$ cat config.mk
export PLATFORM = sky130hd
export DESIGN_NAME = seq_div8_flat
export DESIGN_NICKNAME = d
export VERILOG_FILES = /design/src/rtl/seq_div8_pkg.sv /design/src/rtl/seq_div8_if.sv /design/src/rtl/seq_div8_div_sub_step.sv /design/src/rtl/seq_div8.sv /design/src/flat_wrapper.sv
export SDC_FILE = /design/constraint.sdc
export NUM_CORES = 1
export LEC_CHECK = 0
export ABC_CLOCK_PERIOD_IN_PS = 3100
export CORE_ASPECT_RATIO = 2
export CORE_MARGIN = 2
export CORE_UTILIZATION = 50
export CTS_BUF_LIST = sky130_fd_sc_hd__clkbuf_2
export CTS_CLUSTER_SIZE = 14
export DETAILED_ROUTE_END_ITERATION = 8
export GPL_TIMING_DRIVEN = 0
export PLACE_DENSITY = 0.75
export SLEW_MARGIN = 30
export SYNTH_ARGS = -nofsm -noshare
export SYNTH_HDL_FRONTEND = slang
export SYNTH_HIERARCHICAL = 1
export SYNTH_SLANG_ARGS = --single-unit
$ cat constraint.sdc
create_clock -name clk -period 3.1 [get_ports clk]
set_input_delay 0.31 -clock clk [delete_from_list [all_inputs] [get_ports clk]]
set_output_delay 0.31 -clock clk [all_outputs]
set_load 0.01 [all_outputs]
$ cat src/rtl/seq_div8_pkg.sv
// seq_div8_pkg: shared constants, FSM encoding and sign helper for the divider.
// Rev 1.0
`default_nettype none

package seq_div8_pkg;

  localparam int WIDTH_DEF = 8;

  localparam logic [1:0] ST_IDLE = 2'd0;
  localparam logic [1:0] ST_RUN  = 2'd1;
  localparam logic [1:0] ST_DONE = 2'd2;

  typedef enum logic [1:0] {
    IDLE = ST_IDLE,
    RUN  = ST_RUN,
    DONE = ST_DONE
  } state_e;

  localparam logic [WIDTH_DEF-1:0] C_DIV0_QUOT = {WIDTH_DEF{1'b1}};

  // Two's-complement negate when neg is set; passes the value through otherwise.
  function automatic logic [WIDTH_DEF-1:0] neg_if(input logic neg,
                                                  input logic [WIDTH_DEF-1:0] val);
    return neg ? (~val + 1'b1) : val;
  endfunction

endpackage

`default_nettype wire

$ cat src/rtl/seq_div8_if.sv
// seq_div8_if: start/done request and result bus between the ALU decoder and the divider.
// Rev 1.0 -- is_signed exists only when SEQ_DIV8_SIGNED_EN is defined.
`default_nettype none

interface seq_div8_if #(
  parameter int WIDTH = seq_div8_pkg::WIDTH_DEF
);
  logic             start;
  logic [WIDTH-1:0] dividend;
  logic [WIDTH-1:0] divisor;
`ifdef SEQ_DIV8_SIGNED_EN
  logic             is_signed;
`endif
  logic             busy;
  logic             done;
  logic [WIDTH-1:0] quotient;
  logic [WIDTH-1:0] remainder;
  logic             div_by_zero;

  modport master (
`ifdef SEQ_DIV8_SIGNED_EN
    output is_signed,
`endif
    output start, dividend, divisor,
    input  busy, done, quotient, remainder, div_by_zero
  );

  modport slave (
`ifdef SEQ_DIV8_SIGNED_EN
    input  is_signed,
`endif
    input  start, dividend, divisor,
    output busy, done, quotient, remainder, div_by_zero
  );
endinterface

`default_nettype wire

$ cat src/rtl/seq_div8_div_sub_step.sv
// div_sub_step: one restoring trial subtract, a - b as a WIDTH+1-bit add with explicit borrow.
// Rev 1.0
`default_nettype none

module div_sub_step #(
  parameter int WIDTH = 8
) (
  input  logic [WIDTH-1:0] a_i,
  input  logic [WIDTH-1:0] b_i,
  output logic [WIDTH-1:0] diff_o,
  output logic             borrow_o
);

  logic [WIDTH:0] sum_d;

  // Extended MSB of the sum is 1 exactly when b > a.
  always_comb begin
    sum_d    = {1'b0, a_i} + {1'b1, ~b_i} + {{WIDTH{1'b0}}, 1'b1};
    diff_o   = sum_d[WIDTH-1:0];
    borrow_o = sum_d[WIDTH];
  end

endmodule

`default_nettype wire

$ cat src/rtl/seq_div8.sv
// seq_div8: iterative restoring divider, one quotient bit per clock, start/done handshake.
// Rev 1.0 -- define SEQ_DIV8_SIGNED_EN for truncating signed division via is_signed.
`default_nettype none

module seq_div8
  import seq_div8_pkg::*;
#(
  parameter int WIDTH = WIDTH_DEF
) (
  input  logic       clk,
  input  logic       rst_n,
  seq_div8_if.slave  div_io
);

  localparam int CNT_W = $clog2(WIDTH) + 1;

  state_e           state_q;
  logic [CNT_W-1:0] cnt_q;
  logic [WIDTH-1:0] rem_q;
  logic [WIDTH-1:0] qsh_q;
  logic [WIDTH-1:0] dvs_q;
  logic [WIDTH-1:0] quotient_q;
  logic [WIDTH-1:0] remainder_q;
  logic             busy_q;
  logic             done_q;
  logic             dbz_q;
  logic             neg_quo_q;
  logic             neg_rem_q;

  logic [WIDTH-1:0] shifted_d;
  logic [WIDTH-1:0] diff_d;
  logic             borrow_d;
  logic [WIDTH-1:0] rem_d;
  logic [WIDTH-1:0] qsh_d;
  logic [WIDTH-1:0] dvd_mag_d;
  logic [WIDTH-1:0] dvs_mag_d;
  logic             neg_quo_d;
  logic             neg_rem_d;

  // Partial remainder stays below 2^(WIDTH-1) until the final shift, so its MSB is never lost.
  assign shifted_d = {rem_q[WIDTH-2:0], qsh_q[WIDTH-1]};

  div_sub_step #(.WIDTH(WIDTH)) u_sub_step (
    .a_i      (shifted_d),
    .b_i      (dvs_q),
    .diff_o   (diff_d),
    .borrow_o (borrow_d)
  );

  always_comb begin
    rem_d = borrow_d ? shifted_d : diff_d;
    qsh_d = {qsh_q[WIDTH-2:0], ~borrow_d};
`ifdef SEQ_DIV8_SIGNED_EN
    neg_rem_d = div_io.is_signed & div_io.dividend[WIDTH-1];
    neg_quo_d = neg_rem_d ^ (div_io.is_signed & div_io.divisor[WIDTH-1]);
    dvd_mag_d = neg_if(neg_rem_d, div_io.dividend);
    dvs_mag_d = neg_if(div_io.is_signed & div_io.divisor[WIDTH-1], div_io.divisor);
`else
    neg_rem_d = 1'b0;
    neg_quo_d = 1'b0;
    dvd_mag_d = div_io.dividend;
    dvs_mag_d = div_io.divisor;
`endif
  end

  always_ff @(posedge clk or negedge rst_n) begin
    if (!rst_n) begin
      state_q     <= IDLE;
      cnt_q       <= '0;
      rem_q       <= '0;
      qsh_q       <= '0;
      dvs_q       <= '0;
      quotient_q  <= '0;
      remainder_q <= '0;
      busy_q      <= 1'b0;
      done_q      <= 1'b0;
      dbz_q       <= 1'b0;
      neg_quo_q   <= 1'b0;
      neg_rem_q   <= 1'b0;
    end else begin
      done_q <= 1'b0;
      case (state_q)
        IDLE, DONE: begin
          if (div_io.start) begin
            dbz_q <= 1'b0;
            if (div_io.divisor == '0) begin
              state_q     <= DONE;
              done_q      <= 1'b1;
              quotient_q  <= C_DIV0_QUOT;
              remainder_q <= div_io.dividend;
              dbz_q       <= 1'b1;
            end else begin
              state_q   <= RUN;
              busy_q    <= 1'b1;
              rem_q     <= '0;
              qsh_q     <= dvd_mag_d;
              dvs_q     <= dvs_mag_d;
              cnt_q     <= CNT_W'(WIDTH);
              neg_quo_q <= neg_quo_d;
              neg_rem_q <= neg_rem_d;
            end
          end else begin
            state_q <= IDLE;
          end
        end
        RUN: begin
          rem_q <= rem_d;
          qsh_q <= qsh_d;
          cnt_q <= cnt_q - 1'b1;
          if (cnt_q == CNT_W'(1)) begin
            state_q     <= DONE;
            busy_q      <= 1'b0;
            done_q      <= 1'b1;
            quotient_q  <= neg_if(neg_quo_q, qsh_d);
            remainder_q <= neg_if(neg_rem_q, rem_d);
          end
        end
        default: state_q <= IDLE;
      endcase
    end
  end

  assign div_io.busy        = busy_q;
  assign div_io.done        = done_q;
  assign div_io.quotient    = quotient_q;
  assign div_io.remainder   = remainder_q;
  assign div_io.div_by_zero = dbz_q;

endmodule

`default_nettype wire

$ cat src/flat_wrapper.sv
// flat-port wrapper written by rule: the top's interface ports become plain ports
module seq_div8_flat import seq_div8_pkg::*;
#(
  parameter int WIDTH = WIDTH_DEF
)
  (clk, rst_n, div_io_start, div_io_dividend, div_io_divisor, div_io_busy, div_io_done, div_io_quotient, div_io_remainder, div_io_div_by_zero);
  seq_div8_if #(.WIDTH(WIDTH)) div_io_i ();
  input  logic clk;
  input  logic rst_n;
  input wire logic [$bits(div_io_i.start)-1:0] div_io_start;
  input wire logic [$bits(div_io_i.dividend)-1:0] div_io_dividend;
  input wire logic [$bits(div_io_i.divisor)-1:0] div_io_divisor;
  output wire logic [$bits(div_io_i.busy)-1:0] div_io_busy;
  output wire logic [$bits(div_io_i.done)-1:0] div_io_done;
  output wire logic [$bits(div_io_i.quotient)-1:0] div_io_quotient;
  output wire logic [$bits(div_io_i.remainder)-1:0] div_io_remainder;
  output wire logic [$bits(div_io_i.div_by_zero)-1:0] div_io_div_by_zero;
  assign div_io_i.start = div_io_start;
  assign div_io_i.dividend = div_io_dividend;
  assign div_io_i.divisor = div_io_divisor;
  assign div_io_busy = div_io_i.busy;
  assign div_io_done = div_io_i.done;
  assign div_io_quotient = div_io_i.quotient;
  assign div_io_remainder = div_io_i.remainder;
  assign div_io_div_by_zero = div_io_i.div_by_zero;
  seq_div8 #(.WIDTH(WIDTH)) u_core (.clk(clk), .rst_n(rst_n), .div_io(div_io_i));
endmodule
* Word level (Yosys, flattened, before mapping)
Cells that the tools add are included.
Word-level totals: output and inout port bits 19, logic and storage cells 62, bits of input ports 19, register bits 48
Cells by class: muxes and demuxes 30, bitwise gates (word level) 3, add/subtract/negate cells 3, equal/unequal tests 7, reductions and logical operators 9
Operators by type and width (count):
- $mux 8 | 9
- $pmux 8 s2 | 3
- $mux 7 | 2
- $pmux 7 s2 | 1
- $add 8x9->9 | 1
- $add 9x1->9 const B | 1
- $logic_not 8->1 | 1
- $mux 4 | 2
- $not 8->8 | 1
- $pmux 4 s2 | 1
- $reduce_and 4->1 | 2
- $mux 1 | 6
- $mux 2 | 3
- $reduce_and 3->1 | 2
- $eq 4x1->1 const B | 1
- $ne 2x1->1 const B | 2
- $ne 2x2->1 const B | 2
- $pmux 1 s2 | 2
- $pmux 2 s2 | 1
- $sub 4x1->4 const B | 1
- $eq 2x1->1 const B | 1
- $eq 2x2->1 const B | 1
- $logic_not 2->1 | 1
- $not 1->1 | 2
- 3 further kinds | 3

* Logic depth before layout (Yosys ltp)
Gate-level depths: netlist of run 1.
word-level depth 6, mapped depth 13, depth with buffers taken out 12

* Hierarchy
The synthesis of run 1 kept the hierarchy.
By module, submodules not included:
- seq_div8 | times used 1, cells an instance 224, seq. area each 1201.2 um2, area an instance 2163.3 um2
- div_sub_step | times used 1, cells an instance 48, seq. area each 0.0 um2, area an instance 354.1 um2

* Worst setup path before layout of run 1
OpenSTA, ideal clock, no wires.
path type flip-flop to flip-flop, start reg u_core.qsh_q[7], end reg u_core.rem_q[5], data required time 2.980 ns, stages on the path, launching flop included 13, setup time 0.120 ns, arrival time 2.181 ns, setup slack 0.798 ns, buffers on the path 1, period minus slack after synthesis 2.302 ns, path through dfrtp_1 -> inv_1 -> ha_1 -> fa_1 -> nor2b_4 -> o21ai_2 -> a21boi_2 -> o21ai_1 -> o2bb2ai_1 -> buf_2 -> mux2i_1 -> nor2_1 -> a31o_2
Between the ends: longest elaborated chain between the ends 4
RTL lines:
- start: declaration | line seq_div8.sv:20 | logic [WIDTH-1:0] qsh_q;
- start signal: assignment | line seq_div8.sv:96 | qsh_q <= dvd_mag_d;
- start signal: assignment | line seq_div8.sv:108 | qsh_q <= qsh_d;
- $add 8x9->9 | line seq_div8_div_sub_step.sv:18 | sum_d = {1'b0, a_i} + {1'b1, ~b_i} + {{WIDTH{1'b0}}, 1'b1};
- $add 9x1->9 | line seq_div8_div_sub_step.sv:18
- named net u_core.borrow_d | line seq_div8.sv:32 | logic borrow_d;
- $mux 8 | line seq_div8.sv:51 | rem_d = borrow_d ? shifted_d : diff_d;
- $pmux 7 s2 | line seq_div8.sv:82 | case (state_q)
- end signal: assignment | line seq_div8.sv:107 | rem_q <= rem_d;
- end: declaration | line seq_div8.sv:19 | logic [WIDTH-1:0] rem_q;
The timed path passes the listed nets, and every way through them passes these cells. A chain may end at the register's enable or synchronous reset.

* Final worst setup path of run 1
start reg u_core.qsh_q[7], end reg u_core.remainder_q[5], in the netlist u_core/div_io.remainder[5]
Between the ends: longest elaborated chain between the ends 5
RTL lines:
- $add 8x9->9 | line seq_div8_div_sub_step.sv:18
- $add 9x1->9 | line seq_div8_div_sub_step.sv:18
- named net u_core.borrow_d | line seq_div8.sv:32
- $mux 8 | line seq_div8.sv:51
- $mux 8 | line seq_div8.sv:110 | if (cnt_q == CNT_W'(1)) begin
- $pmux 8 s2 | line seq_div8.sv:82
- end signal: assignment | line seq_div8.sv:90 | remainder_q <= div_io.dividend;
- end signal: assignment | line seq_div8.sv:115 | remainder_q <= neg_if(neg_rem_q, rem_d);
- end: declaration | line seq_div8.sv:23 | logic [WIDTH-1:0] remainder_q;
The timed path passes the listed nets, and every way through them passes these cells. The select of a mux whose other input is x is not followed.

==> summary.md, run 1 <==
| Metric | Value |
|---|---|
| Iter 0 DRT Violations | 42 |
| Largest net degree at the start of global routing | 49 |
| CTS Root Cell | clkbuf_2 |
| Worst slew pin tran | 0.619 ns |
| Post-synth top area cell | dfrtp_1 |
| TritonCTS buffer count | 5 |
| Share of cells above drive strength 1 | 0.117 |
| CP Data Required Time | 3.43 ns |
| All-Layer GR Usage | 0.230 |
| Detailed placement HPWL | about 4400 um |
| Met3 usage | 0.0431 |
| CP Capture Type | flip-flop |
| Peak Freq | roughly 390 MHz |
| Worst setup margin | 0.529 ns |
| Post-route cell area | 0.00305 mm2 |
| CP Launch Type | flip-flop |
| Setup Viol. Count Final | 0 |
| First-pass GRT wire length | roughly 9700 um |
| Syn avg cell area | approximately 9 um2 |
| Core ar. | about 0.0049 mm2 |
| DR DRC count | 0 |
| P_leak | 1.45 nW |
| Slew margin rel. | 0.587 |
| Share of the synthesized area in the top cell type | 0.477 |
| Max-slew violation count | 0 |
| GRT Residual Overflow | 0 |
| Worst IR Drop VDD | 0.000669 V |
| Rows | 36 |
| Post-Synth Adder-Cell Area | 0.0577 |
| Post-synth top flop | dfrtp_1 |
| Fill count | 440 |
| Synth Area in Simple Gates | 0.214 |
| Most frequent cell after synthesis | dfrtp_1 |
| Yosys Warn Count | 6 |
| Synth Register Bits | 48 |
| Mean routed wirelength per cell | 15.1 um |
| CP Max Fanout | 10 |
| Placed cells | around 370 |
| Post-Syn Area | roughly 0.0025 mm2 |
| GR peak layer | met2 |
| Crit path DAT | between 2 and 3 ns |
| # clock sinks | between 40 and 50 |
| Port bufs | 37 |
| Drt total wl | ~5600 um |
| Final setup TNS | 0 ns |
| Die area | roughly 0.0057 mm2 |
| Tmin final | between 2 and 3 ns |
| H-tree depth | 2 |
| Synth cell count leaders | dfrtp_1, nand2_1, nand3_1, nor2_1, a21oi_1 |
| Top cells by area, synth | dfrtp_1, nand3_1, nand2_1, ha_1, nor2_1 |
| Diode count | 0 |
| Met2 Usage GRT | 0.394 |
| Via density per instance | 5.55 |
| Yosys cell types | 37 |
| PD cells | roughly 1200 mW/mm2 |
| RSZ-0062 raised after global routing | false |
| Synth Area in Compound Gates | 0.142 |
| RD Place Congestion | around 0.8 |
| Final period utilization | 0.829 |
| Fraction of synthesized area in multiplexers | 0.0318 |
| Post-DRT Antenna Nets | 0 |
| Final nets | between 300 and 400 |
| Via count | between 2000 and 2500 |
| Async SR Flop Fraction | 1.00 |
| Met1 usage | 0.249 |
| Post-synth EDFFs | 0 |
| Syn nets | a little over 300 |
| CTS Buffer Depth | 2 |
| Setup Skew | roughly 0.022 ns |
| Post-CTS Repair Setup Buffers | 0 |
| Vias in the first global route | ~2100 |
| Chip Width | approximately 54 um |
| Post-Synth XOR/XNOR Area | 0.0174 |
| Die H | roughly 100 um |
| Status | finished clean |
| Io pins | 38 |
| Clock Latency Late Sink | roughly 0.42 ns |
| Min-delay worst type | in -> async |
| CTS tree | done |
| Seq/Total Area, Yosys | 0.477 |
| Finished Layout Cells | 374 |
| Initial antenna violation count | 0 |
| DP Area | roughly 0.0030 mm2 |
| MaxCap Viol Count | 0 |
| Fin. Hold Viols | 0 |
| DR pass1 iterations | 4 |
| Synth-to-Final Area Change | 21.2% |
| Starting density of the core | 0.517 |
| Worst-path clk slew | approximately 0.23 ns |
| Post-Place Worst Slack | about 0.55 ns |
| Largest family of logic cells by synthesized area | simple AND/OR/NAND/NOR gates |
| Post-Syn Instances | ~270 |
| Worst setup path category | reg -> reg |
[area by class of cell]
cell class / count / area [um2] / area share
Inverter: 17 / 63.8 / 0.0209
Timing Repair Buffer: 38 / 378 / 0.124
Tap cell: 57 / 71.3 / 0.0234
Multi-Input combinational cell: 193 / 1160 / 0.382
Clock buffer: 5 / 25.0 / 0.00820
Buffer: 14 / 87.6 / 0.0287
Sequential cell: 48 / 1200 / 0.394
Clock inverter: 2 / 60.1 / 0.0197
[critical path, stage by stage (launching register included)]
cell and delay (ns):
dfrtp_1 0.43, inv_1 0.05, ha_1 0.22, fa_1 0.45, nor2b_4 0.14, o21ai_2 0.07, a21boi_2 0.19, o21ai_1 0.11
o2bb2ai_1 0.13, buf_2 0.21, mux2i_1 0.19, nor2_1 0.07, a21oi_1 0.14, o21ai_1 0.08
[path summary, 6_finish.rpt]
kind / from / endpoint / slack [ns] / depth (start not counted)
max: u_core/qsh_q[7] / u_core/div_io.remainder[5] / 0.53 / 13
min: rst_n / u_core/div_io.quotient[6] / 0.40 / 2
max reg2reg: u_core/qsh_q[7] / u_core/div_io.remainder[5] / 0.53 / 13
min reg2reg: u_core/dvs_q[3] / u_core/dvs_q[3] / 0.50 / 2
max in group asynchronous: rst_n / u_core/rem_q[1] / 2.25 / 2
min in group clk: div_io_divisor[0] / u_core/dvs_q[0] / 0.47 / 3
[placed cells by master, fill, tap and decap left out, drive strengths merged]
cell type,count
a21boi,2
a21o,1
a21oi,22
a31o,7
and3,1
buf,15
bufinv,2
clkbuf,5
clkdlybuf4s50,36
dfrtp,48
dlygate4sd3,1
fa,1
ha,10
inv,17
mux2i,8
nand2,37
nand2b,2
nand3,34
nor2,28
nor2b,4
nor3,2
nor3b,1
nor4,3
o211ai,2
o21a,3
o21ai,15
o22ai,1
o2bb2ai,1
o31a,1
o41ai,1
or3,1
xnor2,4
xor2,1
[routing by layer]
metal,vias to the layer above,part of all wire
li1,1018,-
met2,55,0.54
met3,15,0.040
met5,-,0
met1,988,0.37
met4,0,0.047
[kinds of logic (layout without fill, tap and decap cells)]
logic type,Yosys count,count (layout)
AO/OA/AOI/OAI,56,56
XOR/XNOR,5,5
adder cells (fa/ha/maj),11,11
buffers and inverters,31,76
flip-flops,48,48
multiplexers,8,8
AND/OR/NAND/NOR,113,113
[flip-flops by register name (all words and copies together) (netlist names)]
| name | cells |
|---|---|
| u_core/div_io.quotient | 8 |
| u_core/div_io.remainder | 8 |
| u_core/dvs_q | 8 |
| u_core/qsh_q | 8 |
| u_core/rem_q | 7 |
| u_core/cnt_q | 4 |
| u_core/state_q | 2 |
| u_core/div_io.busy | 1 |
| u_core/div_io.div_by_zero | 1 |
| u_core/div_io.done | 1 |
[metrics by stage]
stage,hold WS [ns],power [mW],utilization
2_1_floorplan,0.0144,2.56,-
3_3_place_gp,0.460,3.06,0.608
3_5_place_dp,0.363,3.13,0.608
4_1_cts,0.396,3.55,0.627
5_1_grt,0.442,3.87,0.627
6_report,0.404,3.52,0.627
[where the power goes]
group / switching (mW) / total [mW] / internal, mW
registers: 0.186 / 1.09 / 0.905
logic: 1.03 / 2.02 / 0.989
clock network: 0.194 / 0.407 / 0.213
[what timing repair did]
action | 4_1_cts | 5_1_grt
hold buffers | 1 | 0
hold endpoints to repair | 48 | 0
resized for setup | 0 | 0
Power figures use the tool's default switching activity.
==> run 2: changes to the inputs <==
--- a/config.mk
+++ b/config.mk
@@ -5,7 +5,7 @@
 export SDC_FILE = /design/constraint.sdc
 export NUM_CORES = 1
 export LEC_CHECK = 0
-export ABC_CLOCK_PERIOD_IN_PS = 3100
+export ABC_CLOCK_PERIOD_IN_PS = 2250
 export CORE_ASPECT_RATIO = 2
 export CORE_MARGIN = 2
 export CORE_UTILIZATION = 50
@@ -13,7 +13,7 @@
 export CTS_CLUSTER_SIZE = 14
 export DETAILED_ROUTE_END_ITERATION = 8
 export GPL_TIMING_DRIVEN = 0
-export PLACE_DENSITY = 0.75
+export PLACE_DENSITY = 0.78
 export SLEW_MARGIN = 30
 export SYNTH_ARGS = -nofsm -noshare
 export SYNTH_HDL_FRONTEND = slang
==> constraint.sdc (replaced) <==
create_clock -name clk -period 2.25 [get_ports clk]
set_input_delay 0.225 -clock clk [delete_from_list [all_inputs] [get_ports clk]]
set_output_delay 0.225 -clock clk [all_outputs]
set_load 0.01 [all_outputs]
==> run 2 against run 1 <==
The flow now finishes with violations (setup timing). Wire length up 5.9%. Flip-flop and latch count unchanged. Clock skew down 0.00071 ns. Via count up 2.5%. Power up 46%. Final area up 2.7%. Critical path depth unchanged. Combinational power up 57%. Clock power up 15%.
==> summary.md, run 2 (synthesized netlist as in run 1, its figures left out) <==
| Metric | Value |
|---|---|
| CP Capture Type | flip-flop (unchanged) |
| DP Area | 0.00296 mm2 (about the same) |
| Share of cells above drive strength 1 | 0.162 (was 0.117) |
| Vias in the first global route | 2188 (was 2110) |
| Worst-path clk slew | 0.25 ns (was 0.23 ns) |
| Die area | 0.00565 mm2 (unchanged) |
| Port bufs | 37 (unchanged) |
| Flop pwr share | 0.294 (was 0.310) |
| Commonest non-fill, non-tap cells in the layout | dfrtp_1, nand2_1, clkdlybuf4s50_1 (unchanged) |
| Detailed placement HPWL | 4430 um (was 4350 um) |
| Critical path's most frequent cell | o21ai_2 (was o21ai_1) |
| Clock Latency Late Sink | 0.45 ns (was 0.42 ns) |
| Setup Viol. Count Final | 15 (was 0) |
| All-Layer GR Usage | 0.234 (was 0.230) |
| Slowest stage delay, CP | 0.42 ns (was 0.45 ns) |
| CTS Buffer Depth | 2 (unchanged) |
| Crit-path cells | inv_1, ha_2, fa_2, nor2b_4, o21ai_2, a21boi_2, o21ai_2, o2bb2ai_2, buf_6, mux2i_1, nor2_1, a21oi_1, o21ai_1 (was inv_1, ha_1, fa_1, nor2b_4, o21ai_2, a21boi_2, o21ai_1, o2bb2ai_1, buf_2, mux2i_1, nor2_1, a21oi_1, o21ai_1) |
| First-pass GRT wire length | 9880 um (was 9680 um) |
| Mean routed wirelength per cell | 15.5 um (was 15.1 um) |
| Status | finished with violations (was finished clean) |
| Chip Width | 54.2 um (unchanged) |
| CP Data Required Time | 2.63 ns (was 3.43 ns) |
| Starting density of the core | 0.517 (unchanged) |
| Slew margin rel. | 0.595 (was 0.587) |
| Post-route cell area | 0.00314 mm2 (was 0.00305 mm2) |
| CP Launch Type | flip-flop (unchanged) |
| Via count | 2128 (was 2076) |
| Fin. Hold Viols | 0 (unchanged) |
| MaxCap Viol Count | 0 (unchanged) |
| Largest net degree at the start of global routing | 49 (unchanged) |
| Tmin final | 2.31 ns (was 2.57 ns) |
| Buf+Inv Stages, Crit Path | 2 (unchanged) |
| Switching share of power | 0.409 (was 0.401) |
| Worst setup margin | -0.0627 ns (was 0.529 ns) |
| GRT Residual Overflow | 0 (unchanged) |
| Drt total wl | 5960 um (was 5630 um) |
| Min-delay worst type | in -> async (unchanged) |
| Placed cells | 366 (unchanged) |
| Iter 0 DRT Violations | 43 (was 42) |
| Part of the power in the clock network | 0.091 (was 0.116) |
| Finished Layout Cells | 384 (was 374) |
| Comb pwr share | 0.615 (was 0.574) |
| CP max-delay cell | dfrtp_1 (was fa_1) |
| CP Max Fanout | 5 (was 10) |
| Setup Skew | 0.0213 ns (was 0.0220 ns) |
| Peak Freq | 432 MHz (was 389 MHz) |
| # clock sinks | 48 (unchanged) |
| P_leak | 1.49 nW (was 1.45 nW) |
| CTS Root Cell | clkbuf_2 (unchanged) |
| TritonCTS buffer count | 5 (unchanged) |
| DR pass1 iterations | 4 (unchanged) |
| Initial antenna violation count | 0 (unchanged) |
| Core ar. | 0.00486 mm2 (unchanged) |
| Final period utilization | 1.03 (was 0.829) |
| Final nets | 356 (was 347) |
| Io pins | 38 (unchanged) |
| Fill count | 416 (was 440) |
| RSZ-0062 raised after global routing | true (was false) |
| Diode count | 0 (unchanged) |
| Worst slew pin tran | 0.607 ns (was 0.619 ns) |
| Rows | 36 (unchanged) |
| Worst setup path category | reg -> reg (unchanged) |
| Int Power | 3.04 mW (was 2.11 mW) |
| H-tree depth | 2 (unchanged) |
| RD Place Congestion | 0.839 (was 0.801) |
| Worst IR Drop VDD | 0.000893 V (was 0.000669 V) |
| CP delay by family, top | compound AO/OA/AOI/OAI gates (unchanged) |
| Synth-to-Final Area Change | 24.6% (was 21.2%) |
| Crit path DAT | 2.69 ns (was 2.90 ns) |
| Die H | 104 um (unchanged) |
| Most common cell after layout, fill and taps aside | dfrtp_1 (unchanged) |
| CTS tree | done (unchanged) |
| Via density per instance | 5.54 (was 5.55) |
| Tot Pwr | 5.15 mW (was 3.52 mW) |
| Max-slew violation count | 0 (unchanged) |
| Failing checks | setup timing |
| DR DRC count | 0 (unchanged) |
| Final setup TNS | -0.582 ns (was 0 ns) |
| Sw power | 2.11 mW (was 1.41 mW) |
| PD cells | 1640 mW/mm2 (was 1150 mW/mm2) |
| Post-DRT Antenna Nets | 0 (unchanged) |
run 2: layer usage:
metal | wire [um] | global-route usage | up-vias
li1 | - | - | 1037
met1 | 2120 | 0.245 | 1004
met2 | 3320 | 0.410 | 74
met3 | 283 | 0.0345 | 13
met4 | 236 | 0.132 | 0
met5 | 0 | 0 | -
run 2: path summary, 6_finish.rpt:
kind	start	end	slack, ns	cells after the start
max in group asynchronous	rst_n	u_core/dvs_q[3]	1.54	2
setup / recovery	u_core/qsh_q[7]	u_core/div_io.remainder[0]	-0.06	13
hold / removal	rst_n	u_core/div_io.quotient[3]	0.29	2
setup reg to reg	u_core/qsh_q[7]	u_core/div_io.remainder[0]	-0.06	13
min in group clk	div_io_divisor[0]	u_core/dvs_q[0]	0.38	3
hold reg to reg	u_core/dvs_q[4]	u_core/dvs_q[4]	0.50	2
run 2: repair_timing:
| action | in CTS | in global routing |
|---|---|---|
| gates cloned | 1 | 0 |
| gates resized for setup | 6 | 5 |
| pin swaps | 1 | 2 |
| endpoints found under the setup margin | 15 | 17 |
| hold endpoints to repair | 48 | 0 |
| buffers inserted | 4 | 5 |
| hold buffers | 1 | 0 |
run 2: cell type report:
class | count | area [um2] | area share
clock inverter | 2 | 35.0 | 0.0112
inverter | 17 | 63.8 | 0.0204
clock buffer | 6 | 30.0 | 0.00958
timing repair buffer | 47 | 453 | 0.144
multi-input combinational | 193 | 1190 | 0.379
buffer | 14 | 93.8 | 0.0299
sequential | 48 | 1200 | 0.383
tap | 57 | 71.3 | 0.0227
run 2: worst register-to-register path, delay by kind of cell (launching register included):
kind                       cells  cell delay, ns
AOI/OAI and AO/OA              6            0.67
muxes                          1            0.11
DFF                            1            0.42
and+or+nand+nor                2            0.29
buffers and inverters          2            0.20
adders and majority gates      2            0.56
run 2: metrics by stage:
| stage | util | hold slack [ns] | worst slack (ns) |
|---|---|---|---|
| global placement | 0.609 | 0.460 | -0.376 |
| global route | 0.645 | 0.336 | -0.244 |
| finish | 0.645 | 0.287 | -0.0627 |
| floorplan | - | -0.0706 | 0.0128 |
| CTS | 0.635 | 0.297 | -0.0398 |
| detailed placement | 0.608 | 0.273 | -0.223 |
run 2: power groups by stage:
stage	registers, mW	clock network, mW	logic [mW]
after floorplan	1.54	0	1.99
after global placement	1.51	0	2.70
after CTS	1.51	0.480	3.04
final	1.51	0.468	3.17
after global routing	1.57	0.520	3.50
after detailed placement	1.53	0	2.80
